## config.mk

```make
export PLATFORM = sky130hd
export DESIGN_NAME = skew_feeder
export DESIGN_NICKNAME = d
export VERILOG_FILES = /design/src/rtl/skew_feeder.sv
export SDC_FILE = /design/constraint.sdc
export NUM_CORES = 1
export LEC_CHECK = 0
export ABC_AREA = 1
export CAP_MARGIN = 20
export CORE_AREA = 8 8 142 144
export DETAILED_ROUTE_END_ITERATION = 6
export DIE_AREA = 0 0 150 152
export PLACE_DENSITY_LB_ADDON = 0.1
export SLEW_MARGIN = 20
export SYNTH_ARGS = -nofsm -noshare
export SYNTH_HDL_FRONTEND = slang
export SYNTH_SLANG_ARGS = --single-unit
```

## constraint.sdc

```tcl
create_clock -name clk -period 1.5 [get_ports clk]
set_input_delay 0.3 -clock clk [delete_from_list [all_inputs] [get_ports clk]]
set_output_delay 0.3 -clock clk [all_outputs]
set_load 0.02 [all_outputs]
```

## src/rtl/skew_feeder.sv

```systemverilog
// Skews row/column operand vectors into a systolic array and sequences its control.
// Optional beat counter output is enabled by defining SKEW_FEEDER_BEAT_COUNT_EN.
module skew_feeder #(
  parameter int N          = 4,
  parameter int DATA_WIDTH = 8
) (
  input  logic                    clk,
  input  logic                    rst,
  input  logic                    in_valid,
  output logic                    in_ready,
  input  logic [N*DATA_WIDTH-1:0] in_a,
  input  logic [N*DATA_WIDTH-1:0] in_b,
  input  logic                    in_last,
  output logic [N*DATA_WIDTH-1:0] left_out,
  output logic [N*DATA_WIDTH-1:0] top_out,
  output logic                    shift_en,
  output logic                    acc_en,
  output logic                    acc_rst,
  output logic                    tile_done
`ifdef SKEW_FEEDER_BEAT_COUNT_EN
  ,
  output logic [15:0]             beat_count
`endif
);

  typedef enum logic [2:0] {
    IDLE,
    CLEAR,
    FEED,
    DRAIN,
    DONE
  } state_e;

  localparam int DRAIN_LEN = 2 * N - 2;
  localparam int CW        = $clog2(2 * N);

  state_e          state_q, state_d;
  logic [CW-1:0]   drain_cnt_q, drain_cnt_d;
  logic            in_ready_q, in_ready_d;
  logic            shift_en_q, shift_en_d;
  logic            acc_en_q, acc_en_d;
  logic            acc_rst_q, acc_rst_d;
  logic            tile_done_q, tile_done_d;

  logic                    handshake;
  logic                    advance;
  logic                    clear_lines;
  logic [N*DATA_WIDTH-1:0] inject_a;
  logic [N*DATA_WIDTH-1:0] inject_b;

  // in_ready_q is high exactly while in FEED, so it doubles as the FEED qualifier
  always_comb begin
    handshake   = in_valid & in_ready_q;
    advance     = handshake | (state_q == DRAIN);
    clear_lines = (state_d == CLEAR);
    inject_a    = (state_q == DRAIN) ? '0 : in_a;
    inject_b    = (state_q == DRAIN) ? '0 : in_b;
  end

  always_comb begin
    state_d     = state_q;
    drain_cnt_d = '0;
    case (state_q)
      IDLE: begin
        if (in_valid) state_d = CLEAR;
      end
      CLEAR: begin
        state_d = FEED;
      end
      FEED: begin
        if (handshake && in_last) state_d = (N == 1) ? DONE : DRAIN;
      end
      DRAIN: begin
        drain_cnt_d = drain_cnt_q + CW'(1);
        if (drain_cnt_q == CW'(DRAIN_LEN - 1)) begin
          state_d     = DONE;
          drain_cnt_d = '0;
        end
      end
      DONE: begin
        state_d = IDLE;
      end
      default: begin
        state_d = IDLE;
      end
    endcase
  end

  // Control outputs are registered off the next state so they line up with it
  always_comb begin
    in_ready_d  = (state_d == FEED);
    acc_rst_d   = (state_d == CLEAR);
    tile_done_d = (state_d == DONE);
    shift_en_d  = advance;
    acc_en_d    = advance;
  end

  always_ff @(posedge clk or negedge rst) begin
    if (!rst) begin
      state_q     <= IDLE;
      drain_cnt_q <= '0;
      in_ready_q  <= 1'b0;
      shift_en_q  <= 1'b0;
      acc_en_q    <= 1'b0;
      acc_rst_q   <= 1'b0;
      tile_done_q <= 1'b0;
    end else begin
      state_q     <= state_d;
      drain_cnt_q <= drain_cnt_d;
      in_ready_q  <= in_ready_d;
      shift_en_q  <= shift_en_d;
      acc_en_q    <= acc_en_d;
      acc_rst_q   <= acc_rst_d;
      tile_done_q <= tile_done_d;
    end
  end

  assign in_ready  = in_ready_q;
  assign shift_en  = shift_en_q;
  assign acc_en    = acc_en_q;
  assign acc_rst   = acc_rst_q;
  assign tile_done = tile_done_q;

  // Lane i keeps i+1 stages; the last stage is the registered lane output
  for (genvar i = 0; i < N; i++) begin : g_lane
    logic [DATA_WIDTH-1:0] a_line_q [0:i];
    logic [DATA_WIDTH-1:0] a_line_d [0:i];
    logic [DATA_WIDTH-1:0] b_line_q [0:i];
    logic [DATA_WIDTH-1:0] b_line_d [0:i];

    always_comb begin
      a_line_d = a_line_q;
      b_line_d = b_line_q;
      if (clear_lines) begin
        for (int j = 0; j <= i; j++) begin
          a_line_d[j] = '0;
          b_line_d[j] = '0;
        end
      end else if (advance) begin
        a_line_d[0] = inject_a[i*DATA_WIDTH +: DATA_WIDTH];
        b_line_d[0] = inject_b[i*DATA_WIDTH +: DATA_WIDTH];
        for (int j = 1; j <= i; j++) begin
          a_line_d[j] = a_line_q[j-1];
          b_line_d[j] = b_line_q[j-1];
        end
      end
    end

    always_ff @(posedge clk or negedge rst) begin
      if (!rst) begin
        for (int j = 0; j <= i; j++) begin
          a_line_q[j] <= '0;
          b_line_q[j] <= '0;
        end
      end else begin
        a_line_q <= a_line_d;
        b_line_q <= b_line_d;
      end
    end

    assign left_out[i*DATA_WIDTH +: DATA_WIDTH] = a_line_q[i];
    assign top_out[i*DATA_WIDTH +: DATA_WIDTH]  = b_line_q[i];
  end

`ifdef SKEW_FEEDER_BEAT_COUNT_EN
  logic [15:0] beat_count_q, beat_count_d;

  always_comb begin
    beat_count_d = beat_count_q;
    if (state_d == CLEAR) begin
      beat_count_d = '0;
    end else if (handshake && (beat_count_q != 16'hFFFF)) begin
      beat_count_d = beat_count_q + 16'd1;
    end
  end

  always_ff @(posedge clk or negedge rst) begin
    if (!rst) begin
      beat_count_q <= '0;
    end else begin
      beat_count_q <= beat_count_d;
    end
  end

  assign beat_count = beat_count_q;
`endif

endmodule

```

==> metrics.md, run 1 <==
| Metric | Value |
|---|---|
| Status | `complete, no violations` |
| Routed WL | `17500 um` |
| Layout cell share with drive strength beyond 1 | `8.62%` |
| Ant. Diodes | `0` |
| Congestion Overflow GR | `0` |
| Main synth FF type | `dfrtp_1` |
| Post-synth EDFFs | `0` |
| CTS tree | `built` |
| Combinational share of power | `45.6%` |
| First-pass GRT wire length | `30200 um` |
| Period minus WS final | `1450 ps` |
| FF-to-FF path depth | `7` |
| Tcrit/Tclk final | `96.9%` |
| H-tree depth | `4` |
| Starting density of the core | `44.5%` |
| Core area | `0.0178 mm2` |
| Final Hold Vio Count | `0` |
| Synth top area share | `53.8%` |
| Most frequent cell after synthesis | `nand3_1` |
| Fillers | `1675` |
| Sequential share of the synthesized area | `53.8%` |
| Max Slew Vio Count | `0` |
| Worst Path Required | `1200 ps` |
| Maximum vdd drop | `0.969 mV` |
| Switching pwr | `7.80 mW` |
| Avg Inst Size Synth | `8.43 um2` |
| Synth area leader | `dfrtp_1` |
| Clk_skew | `8.21 ps` |
| Synth async-reset ratio | `100%` |
| Die X | `150 um` |
| Synth-to-layout area growth | `26.0%` |
| Cell area after synthesis | `0.00791 mm2` |
| Crit path kind | `reg -> out` |
| Largest net degree at the start of global routing | `61` |
| WL per Instance | `13.9 um` |
| Final setup viols | `0` |
| Leakage | `5.55 nW` |
| Critical Path Stages | `1` |
| P per Cell Area | `1960 mW/mm2` |
| Rows | `49` |
| Reg power frac | `34.4%` |
| Clock power frac | `20.0%` |
| Initial drt markers | `348` |
| GRT Util Overall | `16.0%` |
| CTS Root Cell | `clkbuf_16` |
| Initial DRT Pass Iterations | `5` |
| Detail Placement HPWL | `11500 um` |
| Internal | `11.7 mW` |
| Die Area | `0.0228 mm2` |
| Top cells by count, synth | `nand3_1 (323), dfrtp_1 (170), nand2_1 (169)` |
| Fin nets | `1090` |
| Antenna violations before repair | `0` |
| Net switching share of the total power | `40.0%` |
| Slew headroom | `77.4%` |
| Gpl congestion | `0.771` |
| Multi-input gate area | `0.00262 mm2` |
| DR vias | `6202` |
| Slowest cell on crit path | `dfrtp_1` |
| Actual slew at the worst max-slew pin | `339 ps` |
| CP delay by family, top | `flip-flops` |
| Worst skew pair latency | `420 ps` |
| Crit. End Element | `primary output` |
| Hold crit path type | `in -> async` |
| Crit path max fanout | `2` |
| Vias/cell | `4.92` |
| R2R Setup Slk | `110 ps` |
| Synthesized flop and latch total | `170` |
| Layout Utilization | `56.1%` |
| Vias in the first global route | `6026` |
| Clock Path Buffers | `2` |
| Port buffer count | `136` |
| Antenna-violating nets left | `0` |
| Clock Pin Slew Worst Setup and Hold Paths | `60 ps` |
| WP buf/inv | `1` |
| # IOs | `137` |
| Register area | `0.00425 mm2` |
| Ys Warns | `0` |
| Clock Sink Count | `170` |
| Die Y | `152 um` |
| Fmax | `0.688 GHz` |
| Max_cap viols | `0` |
| Worst path arrival time | `1150 ps` |
| Top post-synthesis cells by area | `dfrtp_1 (54%), nand3_1 (20%), nand2_1 (8.0%), buf_4 (4.8%), nor2_1 (3.5%)` |
| Net Count, Synth | `1007` |
| Slowest stage delay, CP | `410 ps` |
| Post-Syn Instances | `939` |
| Cell variety after synth | `18` |
| Unrepaired setup endpoints after global routing | `false` |
| CP cell instances | `dlygate4sd2_1` |
| Drc violations | `0` |
| Worst hold slack | `239 ps` |
| CTS buffer count | `17` |
| Startpoint types | `flip-flop` |
## sequential cells by signal, indices dropped and copies added (netlist names)
name / cells
left_out: 24
g_lane.a_line_q: 56
top_out: 24
drain_cnt_q: 3
g_lane.b_line_q: 56
in_ready: 1
acc_en: 1
tile_done: 1
acc_rst: 1
state_q: 3
## worst register-to-register path, delay by kind of cell (launching register included)
kind | cells | cell delay, ps
buffers and inverters | 3 | 510
DFF | 1 | 420
and+or+nand+nor | 4 | 410
## power by group through the flow
stage	Combinational, mW	Sequential (mW)	Clock (mW)
finish	8.90	6.72	3.90
global route	9.97	6.88	4.22
CTS	8.99	6.71	4.02
detailed placement	9.33	6.78	0
global placement	9.24	6.79	0
floorplan	6.19	6.82	0
## cell type report
| type | count | area share (%) |
|---|---|---|
| sequential | 170 | 42.7 |
| multi-input combinational | 572 | 26.2 |
| timing repair buffer | 189 | 20.3 |
| clock buffer | 21 | 4.62 |
| tap | 229 | 2.88 |
| inverter | 72 | 2.76 |
| clock inverter | 8 | 0.502 |
## cells by family (layout without fill, tap and decap cells)
| family | after synthesis | in the layout | synth area share (%) |
|---|---|---|---|
| XOR/XNOR | 1 | 1 | 0.111 |
| flip-flops | 170 | 170 | 53.8 |
| AO/OA/AOI/OAI | 1 | 1 | 0.0632 |
| AND/OR/NAND/NOR | 570 | 570 | 32.5 |
| buffers and inverters | 197 | 290 | 13.6 |
## layer usage
| metal | track usage [%] | vias to the layer above | wire length [um] |
|---|---|---|---|
| li1 | - | 3157 | - |
| met1 | 21.5 | 2924 | 8190 |
| met2 | 24.8 | 107 | 8270 |
| met3 | 4.19 | 14 | 849 |
| met4 | 4.86 | 0 | 199 |
| met5 | 0 | - | 0 |
## placed cells by master, fill, tap and decap left out
master	netlist	final
nand3_1	323	323
dfrtp_1	170	170
nand2_1	169	169
nor2_1	73	71
inv_1	69	69
clkdlybuf4s50_1	0	66
dlygate4sd2_1	0	66
buf_12	0	26
buf_4	51	24
clkbuf_16	0	17
clkinv_2	0	4
clkinvlp_4	0	4
inv_2	3	2
nand3_4	0	2
clkbuf_8	0	2
clkbuf_1	8	2
buf_6	9	2
clkdlybuf4s15_1	0	2
nand4_1	1	1
nor2_4	0	1
nor2_2	0	1
xnor2_1	1	1
nand2_8	0	1
a21oi_1	1	1
nor3_1	1	1
inv_6	0	1
dlygate4sd3_1	0	1
clkbuf_2	0	1
buf_16	0	1
## final timing paths
check	startpoint	to
max	left_out[9]$_DFFE_PN0P_	left_out[9]
min in group clk	top_out[29]$_DFFE_PN0P_	top_out[29]$_DFFE_PN0P_
max reg2reg	state_q[0]$_DFF_PN0_	top_out[22]$_DFFE_PN0P_
min reg2reg	top_out[29]$_DFFE_PN0P_	top_out[29]$_DFFE_PN0P_
max in group asynchronous	rst	g_lane[2].b_line_q[20]$_DFFE_PN0P_
min	rst	g_lane[0].b_line_q[5]$_DFFE_PN0P_
## stage by stage
stage / instance area, um2 / setup WS (ps) / TNS [ps] / std cells / power (mW)
2_1_floorplan: 7910 / 230 / 0 / 939 / 13.0
3_3_place_gp: 9510 / -175 / -23310 / 1231 / 16.0
3_5_place_dp: 9510 / -188 / -25080 / 1231 / 16.1
4_1_cts: 9940 / 0.544 / 0 / 1261 / 19.7
5_1_grt: 9970 / 3.68 / 0 / 1261 / 21.1
6_report: 9970 / 47.2 / 0 / 1261 / 19.5
## what timing repair did
item,CTS,global route
hold buffers,1,0
setup endpoints to repair,69,35
gates resized for setup,70,8
setup buffers,0,0
hold endpoints to repair,170,0
pin swaps,0,0
No activity file was read; power rests on OpenSTA's default activity.
==> run 2, diff against run 1 <==
--- a/config.mk
+++ b/config.mk
@@ -7,9 +7,9 @@
 export LEC_CHECK = 0
 export ABC_AREA = 1
 export CAP_MARGIN = 20
-export CORE_AREA = 8 8 142 144
+export CORE_AREA = 8 8 132 134
 export DETAILED_ROUTE_END_ITERATION = 6
-export DIE_AREA = 0 0 150 152
+export DIE_AREA = 0 0 140 142
 export PLACE_DENSITY_LB_ADDON = 0.1
 export SLEW_MARGIN = 20
 export SYNTH_ARGS = -nofsm -noshare
==> metrics.md, run 2 (synthesized netlist as in run 1, its figures left out) <==
| Metric | Value |
|---|---|
| Status | `complete, no violations` |
| Register area | `0.00425 mm2` |
| CTS Root Cell | `clkbuf_16` |
| Routed WL | `17300 um` |
| Critical Path Stages | `1` |
| Die Y | `142 um` |
| Most frequent cells in the layout | `nand3_1 (322), dfrtp_1 (170), nand2_1 (169)` |
| DP Cell Count | `1182` |
| Final setup viols | `0` |
| Fin nets | `1079` |
| Starting density of the core | `51.3%` |
| Clock Sink Count | `170` |
| Maximum vdd drop | `1.42 mV` |
| Clk_skew | `8.95 ps` |
| WP buf/inv | `1` |
| Crit. End Element | `primary output` |
| Crit path kind | `reg -> out` |
| Slowest cell on crit path | `dfrtp_1` |
| WL per Instance | `14.2 um` |
| Period minus WS final | `1450 ps` |
| Die Area | `0.0199 mm2` |
| Synth-to-layout area growth | `25.1%` |
| CTS tree | `built` |
| Rows | `46` |
| Final worst slack | `45.5 ps` |
| Slowest stage delay, CP | `400 ps` |
| First-pass GRT wire length | `29300 um` |
| Die X | `140 um` |
| Tcrit/Tclk final | `97.0%` |
| Post-CTS setup buffer count | `0` |
| Biggest regs | `g_lane.a_line_q: 56 flops, g_lane.b_line_q: 56 flops` |
| Port buffer count | `136` |
| Gpl congestion | `0.761` |
| Vias in the first global route | `5798` |
| CTS buffer count | `17` |
| Antenna violations before repair | `0` |
| Startpoint types | `flip-flop` |
| Crit path max fanout | `2` |
| Post-Layout Cell Count | `1216` |
| Slew headroom | `80.8%` |
| Unrepaired setup endpoints after global routing | `true` |
| Detail Placement HPWL | `10900 um` |
| Max_cap viols | `0` |
| Most common cell after layout, fill and taps aside | `nand3_1` |
| CP delay by family, top | `flip-flops` |
| Initial DRT Pass Iterations | `5` |
| Drc violations | `0` |
| Hold crit path type | `in -> async` |
| Initial drt markers | `468` |
| Worst Path Required | `1200 ps` |
| Multi-input gate area | `0.00261 mm2` |
| Worst path arrival time | `1150 ps` |
| Clock Path Buffers | `2` |
| Fmax | `0.688 GHz` |
| Worst hold slack | `308 ps` |
| Setup WS pre-CTS | `-288 ps` |
| Congestion Overflow GR | `0` |
| CP cell instances | `dlygate4sd2_1` |
| Vias/cell | `5.08` |
| Worst skew pair latency | `420 ps` |
| Layout cell share with drive strength beyond 1 | `7.71%` |
| FF-to-FF path depth | `6` |
| Core area | `0.0154 mm2` |
| Antenna-violating nets left | `0` |
| Max Slew Vio Count | `0` |
| P per Cell Area | `1990 mW/mm2` |
| Layout Utilization | `64.2%` |
| H-tree depth | `4` |
| Final Hold Vio Count | `0` |
| GRT Util Overall | `18.0%` |
| DR vias | `6173` |
| Actual slew at the worst max-slew pin | `288 ps` |
| Ant. Diodes | `0` |
| Fillers | `1389` |
| # IOs | `137` |
| Leakage | `5.52 nW` |
| Largest net degree at the start of global routing | `68` |
| Clock Pin Slew Worst Setup and Hold Paths | `60 ps` |
run 2: cell count changes in the layout (fill, tap and decap cells not counted), moves of 2 or more:
cell / delta
bufinv_16: +3
buf_12: -8
clkdlybuf4s15_1: +3
dlygate4sd2_1: -2
buf_16: +2
buf_4: -8
nand3_2: +2
run 2: layer usage:
metal	GRT usage, %	share of wire, %	wire (um)
met2	26.7	47	8100
met5	0	0	0
met3	5.07	5.7	986
met4	6.86	1.8	309
met1	24.7	46	7910
run 2: stage by stage:
| step | power [mW] | area [um2] | setup TNS, ps |
|---|---|---|---|
| 5_1_grt | 21.2 | 9900 | -159 |
| 3_3_place_gp | 15.4 | 9300 | -35970 |
| 3_5_place_dp | 15.5 | 9300 | -39900 |
| 4_1_cts | 19.7 | 9820 | 0 |
| 2_1_floorplan | 13.0 | 7910 | 0 |
| 6_report | 19.7 | 9900 | 0 |
run 2: power breakdown:
| part | switching (mW) | internal, mW | total [mW] |
|---|---|---|---|
| clock network | 1.79 | 2.66 | 4.45 |
| logic | 5.33 | 3.27 | 8.60 |
| registers | 0.686 | 5.99 | 6.67 |
| total | 7.81 | 11.9 | 19.7 |
run 2: cell type report:
type | instances | share of cell area, %
Timing Repair Buffer | 178 | 19.4
Clock buffer | 21 | 4.55
Multi-Input combinational cell | 572 | 26.4
Tap cell | 192 | 2.43
Inverter | 72 | 2.81
Clock inverter | 11 | 1.47
Sequential cell | 170 | 43.0
run 2: worst paths after layout:
kind                                     startpoint                                 end  slack [ps]
max                         top_out[14]$_DFFE_PN0P_                         top_out[14]          50
min                                             rst   g_lane[0].a_line_q[0]$_DFFE_PN0P_         310
max reg2reg                    state_q[1]$_DFF_PN0_  g_lane[3].b_line_q[21]$_DFFE_PN0P_          60
min reg2reg                left_out[25]$_DFFE_PN0P_            left_out[25]$_DFFE_PN0P_         490
max in group asynchronous                       rst            left_out[29]$_DFFE_PN0P_         680
min in group clk                            in_a[2]   g_lane[0].a_line_q[2]$_DFFE_PN0P_         480
run 2: what timing repair did:
| item | CTS | global route |
|---|---|---|
| hold buffers | 1 | 0 |
| endpoints found under the hold margin | 21 | 0 |
| gates cloned | 0 | 1 |
| resized for setup | 69 | 15 |
| setup endpoints to repair | 69 | 97 |
